===== config.mk =====
export PLATFORM = sky130hd
export DESIGN_NAME = ycbcr_centroid
export DESIGN_NICKNAME = d
export VERILOG_FILES = /design/src/rtl/ycbcr_centroid.sv
export SDC_FILE = /design/constraint.sdc
export NUM_CORES = 1
export LEC_CHECK = 0
export ABC_CLOCK_PERIOD_IN_PS = 2900
export CORE_MARGIN = 4
export CORE_UTILIZATION = 45
export CTS_BUF_LIST = sky130_fd_sc_hd__clkbuf_16
export DETAILED_ROUTE_END_ITERATION = 16
export GPL_ROUTABILITY_DRIVEN = 1
export PLACE_DENSITY = 0.65
export RECOVER_POWER = 25
export SLEW_MARGIN = 20
export SYNTH_ARGS = -nofsm -noshare
export SYNTH_HDL_FRONTEND = slang
export SYNTH_SLANG_ARGS = --single-unit

===== constraint.sdc =====
create_clock -name clk -period 2.9 [get_ports clk]
set_clock_uncertainty 0.2 [all_clocks]
set_input_delay 0.435 -clock clk [delete_from_list [all_inputs] [get_ports clk]]
set_output_delay 0.435 -clock clk [all_outputs]
set_load 0.005 [all_outputs]

===== src/rtl/ycbcr_centroid.sv =====
// Cb/Cr window mask with per-frame coordinate accumulation and a sequential
// restoring divider that reports the mask centroid after each vsync rising edge.
//
//   state | meaning
//   IDLE  | waiting for a frame end; results hold
//   DIV_X | restoring division sum_x / cnt, one quotient bit per cycle
//   DIV_Y | restoring division sum_y / cnt, one quotient bit per cycle
//   DONE  | new centroid visible, centroid_valid high for one cycle
module ycbcr_centroid #(
   parameter int         H_BITS     = 11,
   parameter int         V_BITS     = 11,
   parameter logic [7:0] CB_MIN     = 8'd77,
   parameter logic [7:0] CB_MAX     = 8'd127,
   parameter logic [7:0] CR_MIN     = 8'd133,
   parameter logic [7:0] CR_MAX     = 8'd173,
   parameter int         MIN_PIXELS = 1
) (
   input  logic              clk,
   input  logic              rst_n,
   input  logic              de_in,
   input  logic              hsync_in,
   input  logic              vsync_in,
   input  logic [23:0]       pixel_in,
   output logic              de_out,
   output logic              hsync_out,
   output logic              vsync_out,
   output logic [23:0]       pixel_out,
   output logic [H_BITS-1:0] centroid_x,
   output logic [V_BITS-1:0] centroid_y,
   output logic              obj_present,
   output logic              centroid_valid,
   output logic              busy
);

   localparam int MAXB = (H_BITS > V_BITS) ? H_BITS : V_BITS;
   localparam int SW   = H_BITS + V_BITS + MAXB;
   localparam int CW   = H_BITS + V_BITS;
   localparam int BCW  = $clog2(SW);
   localparam logic [BCW-1:0] LAST = BCW'(SW - 1);

   typedef enum logic [1:0] {IDLE, DIV_X, DIV_Y, DONE} state_t;

   state_t state, state_nxt;

   logic [7:0]        cb, cr;
   logic              mask;
   logic              frame_end, de_fall;
   logic [H_BITS-1:0] x;
   logic [V_BITS-1:0] y;
   logic [SW-1:0]     acc_x, acc_y, sum_x_nxt, sum_y_nxt;
   logic [CW-1:0]     acc_cnt, cnt_nxt;
   logic              enough, start, empty, empty_q, last;

   logic [SW-1:0]     dvd, dvd_nxt, snap_y;
   logic [CW-1:0]     rem, rem_nxt, divisor;
   logic [CW:0]       trial;
   logic              ge;
   logic [BCW-1:0]    bit_cnt;
   logic [H_BITS-1:0] qx;

   // luma takes no part in the mask decision
   logic unused_luma;
   assign unused_luma = ^pixel_in[23:16];

   assign cb   = pixel_in[15:8];
   assign cr   = pixel_in[7:0];
   assign mask = de_in && (cb >= CB_MIN) && (cb <= CB_MAX)
                       && (cr >= CR_MIN) && (cr <= CR_MAX);

   // the delayed video outputs double as the edge-detect history
   assign frame_end = vsync_in & ~vsync_out;
   assign de_fall   = de_out & ~de_in;

   always_ff @(posedge clk or negedge rst_n) begin
      if (!rst_n) begin
         de_out    <= 1'b0;
         hsync_out <= 1'b0;
         vsync_out <= 1'b0;
         pixel_out <= '0;
      end else begin
         de_out    <= de_in;
         hsync_out <= hsync_in;
         vsync_out <= vsync_in;
         pixel_out <= mask ? 24'hFFFFFF : 24'h000000;
      end
   end

   always_ff @(posedge clk or negedge rst_n) begin
      if (!rst_n) begin
         x <= '0;
         y <= '0;
      end else begin
         x <= de_in ? x + H_BITS'(1) : '0;
         if (frame_end)
            y <= '0;
         else if (de_fall)
            y <= y + V_BITS'(1);
      end
   end

   // snapshot values include a mask pixel sampled on the frame-end cycle
   assign sum_x_nxt = acc_x + (mask ? SW'(x) : '0);
   assign sum_y_nxt = acc_y + (mask ? SW'(y) : '0);
   assign cnt_nxt   = acc_cnt + CW'(mask);

   always_ff @(posedge clk or negedge rst_n) begin
      if (!rst_n) begin
         acc_x   <= '0;
         acc_y   <= '0;
         acc_cnt <= '0;
      end else if (frame_end) begin
         acc_x   <= '0;
         acc_y   <= '0;
         acc_cnt <= '0;
      end else begin
         acc_x   <= sum_x_nxt;
         acc_y   <= sum_y_nxt;
         acc_cnt <= cnt_nxt;
      end
   end

   assign enough = (cnt_nxt >= CW'(MIN_PIXELS));
   assign start  = frame_end && (state == IDLE) && enough;
   assign empty  = frame_end && (state == IDLE) && !enough;
   assign last   = (bit_cnt == LAST);

   always_ff @(posedge clk or negedge rst_n) begin
      if (!rst_n)
         state <= IDLE;
      else
         state <= state_nxt;
   end

   always_comb begin
      state_nxt = state;
      case (state)
         IDLE:    if (start) state_nxt = DIV_X;
         DIV_X:   if (last)  state_nxt = DIV_Y;
         DIV_Y:   if (last)  state_nxt = DONE;
         DONE:    state_nxt = IDLE;
         default: state_nxt = IDLE;
      endcase
   end

   always_comb begin
      busy           = (state != IDLE);
      centroid_valid = (state == DONE) || empty_q;
   end

   assign trial   = {rem, dvd[SW-1]};
   assign ge      = (trial >= {1'b0, divisor});
   assign rem_nxt = ge ? CW'(trial - {1'b0, divisor}) : trial[CW-1:0];
   assign dvd_nxt = {dvd[SW-2:0], ge};

   // dividend register shifts the quotient in from the bottom
   always_ff @(posedge clk or negedge rst_n) begin
      if (!rst_n) begin
         dvd     <= '0;
         rem     <= '0;
         divisor <= '0;
         snap_y  <= '0;
         bit_cnt <= '0;
         qx      <= '0;
      end else if (start) begin
         dvd     <= sum_x_nxt;
         snap_y  <= sum_y_nxt;
         divisor <= cnt_nxt;
         rem     <= '0;
         bit_cnt <= '0;
      end else if (state == DIV_X || state == DIV_Y) begin
         dvd     <= dvd_nxt;
         rem     <= rem_nxt;
         bit_cnt <= bit_cnt + BCW'(1);
         if (last) begin
            bit_cnt <= '0;
            if (state == DIV_X) begin
               qx  <= dvd_nxt[H_BITS-1:0];
               dvd <= snap_y;
               rem <= '0;
            end
         end
      end
   end

   always_ff @(posedge clk or negedge rst_n) begin
      if (!rst_n) begin
         centroid_x  <= '0;
         centroid_y  <= '0;
         obj_present <= 1'b0;
         empty_q     <= 1'b0;
      end else begin
         empty_q <= empty;
         if (empty)
            obj_present <= 1'b0;
         else if (state == DIV_Y && last) begin
            centroid_x  <= qx;
            centroid_y  <= dvd_nxt[V_BITS-1:0];
            obj_present <= 1'b1;
         end
      end
   end

endmodule


==> impl_metrics.env <==
export IMPL_status="complete, but fails checks"
export IMPL_failed_checks="max-capacitance violations, max-slew violations, negative setup slack"
export IMPL_leakage_nw=9.06
export IMPL_antenna_found_initial=0
export IMPL_drc=0
export IMPL_drt_iter0_drc=762
export IMPL_grt_pass1_wl_mm=63.7
export IMPL_fin_crit_ns=3.51
export IMPL_wirelength_mm=39.5
export IMPL_power_mw=14.6
export IMPL_cpMaxStageDelayCell="nor4_4"
export IMPL_worst_slack_ns=-0.611
export IMPL_relSlewSlack_pct=-39.7
export IMPL_numPortBuffers=72
export IMPL_wl_per_cell_um=18.2
export IMPL_design_die_area_mm2=0.0348
export IMPL_rsz0062_at_grt="true"
export IMPL_htree_levels=1
export IMPL_cts_buffer_depth=3
export IMPL_synth_mux_area_fraction_pct=4.67
export IMPL_synth_common_cells="dfrtp_1, nor2_1, nand2_1, o21ai_0, nand3_1"
export IMPL_n_antenna_cell=0
export IMPL_clock_latency_ns=0.56
export IMPL_hold_viol=0
export IMPL_drt_first_pass_iters=5
export IMPL_yosysSeqAreaShare_pct=46.5
export IMPL_yosysUniqueCellTypes=78
export IMPL_fin_util_pct=61.3
export IMPL_cts_sinks=267
export IMPL_ant_nets=0
export IMPL_synthToLayoutAreaGrowth_pct=34.6
export IMPL_synth_most_common_cell="dfrtp_1"
export IMPL_synthArstFlopShare_pct=100
export IMPL_grt_pass1_vias=12200
export IMPL_pin_count=81
export IMPL_ys_top_cells_by_area="dfrtp_1, ha_1, nor2_1"
export IMPL_clk_pin_slew_ns=0.06
export IMPL_syn_area_mm2=0.0144
export IMPL_numCtsBuffers=30
export IMPL_critPathArrivalTime_ns=3.74
export IMPL_cp_num_buf_inv=5
export IMPL_cp_end_kind="flop"
export IMPL_die_y_um=187
export IMPL_ys_warn_count=0
export IMPL_crit_path_max_incr_delay_ns=0.36
export IMPL_synth_fa_ha_area_share_pct=5.30
export IMPL_crit_type="primary input to flop"
export IMPL_synth_nets=1593
export IMPL_instances_no_fill=2172
export IMPL_cp_cell_sequence="buf_2 -> and3_4 -> o21ai_2 -> nand2_1 -> a21oi_2 -> buf_4 -> ha_4 -> nand3_4 -> nor4_4 -> buf_4 -> nand4_1 -> xor2_2 -> nor4b_4 -> buf_4 -> buf_6 -> a31o_4 -> and3_4 -> mux2_4"
export IMPL_grt_max_degree=77
export IMPL_nets=1834
export IMPL_core_mm2=0.0316
export IMPL_worst_ep_required_time_ns=3.13
export IMPL_worstMarginPinSlew_ns=2.10
export IMPL_vias_per_cell=5.54
export IMPL_dominantRegCellSynth="dfrtp_1"
export IMPL_gp_congestion=0.879
export IMPL_cts_tree="built"
export IMPL_cts_root_buffer="clkbuf_16"
export IMPL_drv_cap=1
export IMPL_synth_top_family_by_area="simple AND/OR/NAND/NOR gates"
export IMPL_drive_above_1_share_pct=25.9
export IMPL_die_w_um=187
export IMPL_finalCritPeriodShare_pct=121
export IMPL_critical_path_top_delay_family="simple AND/OR/NAND/NOR gates"
export IMPL_power_density_mw_per_mm2=756
export IMPL_setup_viol=201
export IMPL_synth_largest_area_cell="dfrtp_1"
export IMPL_synth_edf_count=0
export IMPL_grtUsageTotal_pct=21.8
export IMPL_synth_cells=1505
export IMPL_hp_class="primary input to flop"
export IMPL_place_area_mm2=0.0167
export IMPL_std_cell_rows=65
export IMPL_postSynthAreaPerCell_um2=9.54
export IMPL_post_synth_xor_area_fraction_pct=6.83
export IMPL_hpwl_mm=25.2
export IMPL_final_area_mm2=0.0193
export IMPL_hold_slack_ns=0.106
export IMPL_cp_max_fo=6
export IMPL_dpl_cell_count=2055
export IMPL_start_util_pct=45.5
export IMPL_vias=12000
export IMPL_gr_total_overflow=0
export IMPL_ir_drop_v=0.000635
export IMPL_finalMaxSlewViolations=75
export IMPL_synth_compound_area_share_pct=12.5
export IMPL_synth_top_area_share_pct=46.5
export IMPL_synth_seq_cells=267
export IMPL_synthSimpleGateAreaFrac_pct=19.5
export IMPL_startpoint_type="primary input"
export IMPL_cp_common_cell="buf_4"
export IMPL_timing_fmax_ghz=0.285
[worst reg2reg max path, stage by stage, from the launching register on]
cell      delay, ns
dfrtp_1        0.39
inv_1          0.10
ha_1           0.16
inv_1          0.05
fa_1           0.41
a21o_1         0.20
a221oi_2       0.32
o22ai_2        0.16
buf_4          0.17
o31ai_1        0.25
a21boi_0       0.16
xor2_1         0.17
a222oi_1       0.38
nor2_2         0.05
[state kept, by name, summed over array words and instances, names as in the netlist, 2 cells and up]
| name | count |
|---|---|
| rem | 22 |
| dvd | 33 |
| acc_cnt | 22 |
| qx | 11 |
| bit_cnt | 6 |
| centroid_x | 11 |
| acc_y | 33 |
| divisor | 22 |
| state | 2 |
| y | 11 |
| centroid_y | 11 |
| snap_y | 33 |
| x | 11 |
| acc_x | 33 |
[cell families after synthesis]
| kind of cell | count (synthesis) |
|---|---|
| mux | 60 |
| fa+ha+maj | 59 |
| simple gates | 574 |
| compound gates | 290 |
| flops | 267 |
| xor+xnor | 112 |
| buf+inv | 143 |
[report_power, final]
| part | internal, mW | leakage [nW] | switching, mW |
|---|---|---|---|
| sequential | 4.32 | 3.51 | 0.463 |
| clock | 2.33 | 0.506 | 1.60 |
| combinational | 2.83 | 5.04 | 3.07 |
[stage by stage]
| stage | worst slack, ns | TNS (ns) |
|---|---|---|
| 4_1_cts | -0.603 | -87.54 |
| 5_1_grt | -0.819 | -132.24 |
| 2_1_floorplan | -0.800 | -104.82 |
| 6_report | -0.611 | -81.49 |
| 3_3_place_gp | -1.37 | -248.37 |
| 3_5_place_dp | -1.42 | -254.76 |
[cell type report]
cell class / count / area [um2]
repair buffers: 306 / 3190
multi-input cells: 1096 / 7770
clock buffers: 30 / 751
flip-flops and latches: 267 / 6680
inverters: 45 / 169
fillers: 2548 / 12200
well taps: 402 / 503
clock inverters: 26 / 275
[what timing repair did]
action,CTS,global route
endpoints found under the hold margin,71,0
resized for setup,193,124
hold buffers,1,0
buffers inserted,28,20
endpoints found under the setup margin,204,207
pin swaps,37,23
cloned,16,11
[placed cells by master, fill, tap and decap left out, types with 6 or more instances in the layout]
cell             netlist  layout
xor2_1                65      54
dfrtp_1              267     267
a31oi_1                7       6
xor2_2                 0      10
nor2_1               156     151
inv_1                 44      46
nand2_2                1      28
clkinv_2               0       7
o21a_1                10      10
mux2_4                 8      31
buf_16                 0      10
xnor2_1               47      44
buf_4                 26     167
and2_1                54      47
mux2i_1               28      27
nand3_1               87      80
o21ai_1                0      58
a21oi_2                0       7
nand2b_1               8       8
o2bb2ai_1              8       8
buf_12                 0      20
nor2b_1               18      16
nand2_1              151     120
a21oi_1               57      50
and3_1                20      19
ha_1                  56      50
nor3_1                15      13
o21ai_2                1      14
nand4_1               24      24
clkbuf_16              0      40
buf_6                  1      24
o21ai_0              115      43
o211ai_1              23      23
a21o_1                16      16
clkdlybuf4s50_1        0      52
[final timing paths]
kind / cells after the start / end / start / slack, ns
max: 18 / qx[6] / pixel_in[1] / -0.61
min: 5 / pixel_out[22] / pixel_in[4] / 0.11
max reg2reg: 13 / rem[12] / dvd[32] / -0.38
min reg2reg: 2 / divisor[15] / divisor[15] / 0.29
max in group asynchronous: 3 / x[5] / rst_n / 0.36
min in group asynchronous: 2 / hsync_out / rst_n / 0.80
[layer usage]
layer	track usage (%)	up-vias	wire length [um]
li1	-	5693	-
met5	0	-	0
met4	4.01	0	710
met3	2.88	55	2000
met2	36.0	325	18700
met1	31.2	5954	18100
Power figures use the tool's default switching activity.
